<file path="src/rtl/can_mc_bus_arbiter.sv">
// Two-requester arbiter for the single MC register port: round-robin grant, one-cycle cs strobe, bounded wait.
// Latency req->done >= 3 cycles (STROBE, WAIT, DONE); requesters hold req until done, extra reqs wait in IDLE.
module can_mc_bus_arbiter #(
  parameter int ADDR_W  = 6,
  parameter int DATA_W  = 32,
  parameter int TIMEOUT = 16
) (
  input  logic              i_sys_clk,
  input  logic              i_reset,
  input  logic              i_h_req,
  input  logic              i_h_r_neg_w,
  input  logic [ADDR_W-1:0] i_h_addr,
  input  logic [DATA_W-1:0] i_h_wdata,
  output logic              o_h_done,
  output logic              o_h_error,
  output logic [DATA_W-1:0] o_h_rdata,
  input  logic              i_c_req,
  input  logic              i_c_r_neg_w,
  input  logic [ADDR_W-1:0] i_c_addr,
  input  logic [DATA_W-1:0] i_c_wdata,
  output logic              o_c_done,
  output logic              o_c_error,
  output logic [DATA_W-1:0] o_c_rdata,
  output logic              o_cs,
  output logic              o_r_neg_w,
  output logic [ADDR_W-1:0] o_addr,
  output logic [DATA_W-1:0] o_bus_data,
  input  logic [DATA_W-1:0] i_reg_data,
  input  logic              i_ack,
  input  logic              i_error,
  output logic              o_busy
);

  localparam int CNT_W = (TIMEOUT > 2) ? $clog2(TIMEOUT) : 1;
  localparam logic [CNT_W-1:0] CNT_LAST = CNT_W'(TIMEOUT - 1);

  typedef enum logic [1:0] {S_IDLE, S_STROBE, S_WAIT, S_DONE} state_t;

  typedef struct packed {
    logic              r_neg_w;
    logic [ADDR_W-1:0] addr;
    logic [DATA_W-1:0] wdata;
  } cmd_t;

  state_t            state;
  logic [CNT_W-1:0]  cnt;
  logic              last_c;
  logic              gnt_c;

  cmd_t              h_cmd;
  cmd_t              c_cmd;
  cmd_t              win_cmd;
  logic              pick_c;
  logic              term_resp;
  logic              term_tout;
  logic              res_error;
  logic [DATA_W-1:0] res_rdata;

  // On a tie the requester not granted last wins.
  always_comb begin
    h_cmd     = {i_h_r_neg_w, i_h_addr, i_h_wdata};
    c_cmd     = {i_c_r_neg_w, i_c_addr, i_c_wdata};
    pick_c    = i_c_req && (!i_h_req || !last_c);
    win_cmd   = pick_c ? c_cmd : h_cmd;
    term_resp = i_ack || i_error;
    term_tout = (cnt == CNT_LAST);
    res_error = term_resp ? i_error : 1'b1;
    res_rdata = (term_resp && o_r_neg_w) ? i_reg_data : '0;
  end

  always_ff @(posedge i_sys_clk or posedge i_reset) begin
    if (i_reset) begin
      state      <= S_IDLE;
      cnt        <= '0;
      last_c     <= 1'b1;
      gnt_c      <= 1'b0;
      o_cs       <= 1'b0;
      o_r_neg_w  <= 1'b0;
      o_addr     <= '0;
      o_bus_data <= '0;
      o_busy     <= 1'b0;
      o_h_done   <= 1'b0;
      o_h_error  <= 1'b0;
      o_h_rdata  <= '0;
      o_c_done   <= 1'b0;
      o_c_error  <= 1'b0;
      o_c_rdata  <= '0;
    end else begin
      o_cs     <= 1'b0;
      o_h_done <= 1'b0;
      o_c_done <= 1'b0;
      case (state)
        S_IDLE: begin
          if (i_h_req || i_c_req) begin
            o_r_neg_w  <= win_cmd.r_neg_w;
            o_addr     <= win_cmd.addr;
            o_bus_data <= win_cmd.wdata;
            gnt_c      <= pick_c;
            last_c     <= pick_c;
            o_cs       <= 1'b1;
            o_busy     <= 1'b1;
            state      <= S_STROBE;
          end
        end
        S_STROBE: begin
          cnt   <= '0;
          state <= S_WAIT;
        end
        S_WAIT: begin
          // A response on the final timeout cycle still counts as a real response.
          if (term_resp || term_tout) begin
            if (gnt_c) begin
              o_c_done  <= 1'b1;
              o_c_error <= res_error;
              o_c_rdata <= res_rdata;
            end else begin
              o_h_done  <= 1'b1;
              o_h_error <= res_error;
              o_h_rdata <= res_rdata;
            end
            state <= S_DONE;
          end else begin
            cnt <= cnt + CNT_W'(1);
          end
        end
        S_DONE: begin
          o_busy <= 1'b0;
          state  <= S_IDLE;
        end
        default: state <= S_IDLE;
      endcase
    end
  end

endmodule
</file>
<file path="config.mk">
export PLATFORM = sky130hd
export DESIGN_NAME = can_mc_bus_arbiter
export DESIGN_NICKNAME = d
export VERILOG_FILES = /design/src/rtl/can_mc_bus_arbiter.sv
export SDC_FILE = /design/constraint.sdc
export NUM_CORES = 1
export LEC_CHECK = 0
export BUFFER_PORTS_ARGS = -buffer_cell sky130_fd_sc_hd__clkbuf_2
export CORE_MARGIN = 10
export CORE_UTILIZATION = 52
export CTS_BUF_LIST = sky130_fd_sc_hd__clkbuf_2 sky130_fd_sc_hd__clkbuf_4 sky130_fd_sc_hd__clkbuf_8
export DETAILED_ROUTE_END_ITERATION = 12
export PLACE_DENSITY = 0.95
export REMOVE_ABC_BUFFERS = 1
export SKIP_CTS_REPAIR_TIMING = 1
export SYNTH_ARGS = -nofsm -noshare
export SYNTH_HDL_FRONTEND = slang
export SYNTH_SLANG_ARGS = --single-unit
</file>
<file path="constraint.sdc">
create_clock -name i_sys_clk -period 9.9 [get_ports i_sys_clk]
set_input_delay 0.495 -clock i_sys_clk [delete_from_list [all_inputs] [get_ports i_sys_clk]]
set_output_delay 0.495 -clock i_sys_clk [all_outputs]
set_load 0.005 [all_outputs]
</file>
==> run metrics <==
outcome=completed; nets=724; Syn Inst Count=381; synthesized flop and latch total=117; GP Congestion=0.858; num rows=35; RSZ-0062 raised after global routing=false; Via density=5.55; DR iter-0 viols=292; Syn Area/Cell=12.7 sq um; post-route minimum period=2.78 ns; GRT Util Overall=20.6%; # DRC=0; global route overflow=0; Final Power=1.89 mW; P per Cell Area=298 mW/mm^2; CTS tree=yes; FMAX=0.359 GHz; largest net degree at the start of global routing=77; ys async rst share=100%; Sum Neg Setup Slack=0 ns; Yosys top cell area share=59.9%; CTS buffer count=17; Util after Layout=69.2%; Clock Sinks=117; worst setup path class=reg -> reg; Final period util=28.1%; Leak=3.43 nW; Max transition margin=12.5%; number of synthesized flops with an enable pin=0; final cell count without fillers=726; Starting Density=53.0%; DR vias=4030; worst vdd ir=0.000154 V; endpoint type of the worst setup path=flip-flop; first-pass GRT wire length=22.1 mm; Critical Path Fanout Max=32; drt wl/cell=19.9 um; n_diodes=0; Clock Skew=0.0134 ns; post-synth top area cell=dfrtp_1; critical path arrival=3.12 ns; Synth cell types=34; top post-synthesis cells by area=dfrtp_1 (60%), mux2i_1 (8.1%), a22o_1 (6.7%); R2R Path Start=state[0]; Core Box Area=0.00915 sq mm; # H-tree levels=4; Top FF cell, synth=dfrtp_1; die area=0.0136 sq mm; Critical Path RT=10.24 ns; Max Root-Sink Buffers=2; Hold Worst Slack=0.139 ns; Placed Cells incl. Taps=694; synth warn=0; register area share after synthesis=60.4%; worst slew pin tran=1.31 ns; CTS clk-pin slew, worst paths=0.08 ns; Max Cap Violations=0; Fill cells=632; count of final hold-check violations=0; first drt pass iteration count=5; root buf cell=clkbuf_8; Post-DP HPWL=10.9 mm; vias in the first global route=4223; CP Launch Type=flip-flop; Setup crit start=state[0]; Die Width=117 um; max-slew violations=0; setup violators final=0; # IOs=225; initial antenna violation count=0; HP Class=in -> async; Worst-Skew Late Latency=0.41 ns; Buffers on Ports=224; Syn-to-layout area delta=30.6%; post-route ant nets=0; Post-Synthesis Cell Area=0.00485 sq mm; final wirelength=14.4 mm; Die Y=117 um; layout cell share with drive strength beyond 1=48.3%
-- stage by stage --
step	area, sq um	worst slack, ns
global placement	5960	7.31
detailed placement	5960	7.14
finish	6330	7.12
floorplan	4650	6.31
global route	6330	6.91
CTS	6330	7.17
-- per-layer routing --
| layer | vias up | track usage, % | routed length, um |
|---|---|---|---|
| li1 | 1836 | - | - |
| met1 | 1945 | 24.6 | 5830 |
| met2 | 233 | 32.7 | 6740 |
| met3 | 16 | 9.40 | 1710 |
| met4 | 0 | 6.59 | 163 |
| met5 | - | 0 | 0 |
-- cell families (layout without fill, tap and decap cells) --
logic type                 Yosys count  in the layout  share of synthesized area [%]
adders and majority gates            6              6                           1.55
and+or+nand+nor                     57             57                           5.32
AOI/OAI and AO/OA                  125            125                           19.6
buffers and inverters               36            270                           4.85
muxes                               40             40                           8.28
DFF                                117            117                           60.4
-- cell usage in the layout (no fill, tap or decap), types with 2 or more instances in the layout --
cell / synthesis / final
a21oi_1: 5 / 5
a22o_1: 37 / 37
a22o_2: 27 / 27
a311oi_1: 2 / 2
a31oi_1: 4 / 4
and3_1: 2 / 2
buf_4: 4 / 4
clkbuf_2: 0 / 224
clkbuf_8: 0 / 18
clkinv_2: 0 / 3
clkinv_4: 0 / 4
dfrtp_1: 116 / 116
ha_1: 6 / 6
inv_1: 10 / 9
inv_6: 0 / 4
mux2i_1: 39 / 39
nand2_1: 42 / 42
nand3_4: 2 / 2
nor2_1: 6 / 4
nor2_2: 0 / 2
o21ai_0: 34 / 34
o21ai_1: 9 / 9
-- cells in the mapped netlist, drive strengths merged, types with 2 or more instances --
cell,instances
inv,10
clkbuf,7
ha,6
dfrtp,116
a21oi,5
and3,2
nand2,42
nand3,3
o21ai,44
buf,19
a311oi,2
mux2i,39
nor2,6
a22o,64
a31oi,4
-- final cells by class --
| class | count | area [sq um] | share of cell area, % |
|---|---|---|---|
| sequential | 117 | 2930 | 46.2 |
| tap | 111 | 139 | 2.19 |
| inverter | 10 | 40.0 | 0.632 |
| clock inverter | 13 | 123 | 1.94 |
| clock buffer | 19 | 255 | 4.03 |
| timing repair buffer | 228 | 1150 | 18.2 |
| multi-input combinational | 228 | 1700 | 26.8 |
-- final timing paths --
check,end,slack (ns),cells past startpoint
min in group i_sys_clk,o_c_rdata[7],0.31,2
setup reg to reg,o_h_rdata[19],7.12,5
max in group asynchronous,o_h_rdata[18],8.48,3
hold / removal,o_bus_data[3],0.14,2
hold reg to reg,o_bus_data[26],0.48,2
setup / recovery,o_h_rdata[19],7.12,5
-- registers in the layout, summed over array words and instances, names as in the netlist --
name and cells:
o_bus_data 32, o_c_rdata 32, o_h_rdata 32, o_addr 6
cnt 4, state 2, gnt_c 1, last_c 1
o_busy 1, o_c_done 1, o_c_error 1, o_cs 1
o_h_done 1, o_h_error 1, o_r_neg_w 1
-- report_power, final --
part / internal [mW] / switching (mW)
registers: 0.681 / 0.128
clock network: 0.211 / 0.204
logic: 0.321 / 0.342
-- critical path, stage by stage (launching register included) --
cell	delay, ns
dfrtp_1	0.41
inv_1	0.13
ha_1	0.56
o211ai_1	0.26
nor2_2	1.03
a22o_2	0.31
Note: power is estimated with default switching activity, not from simulation.
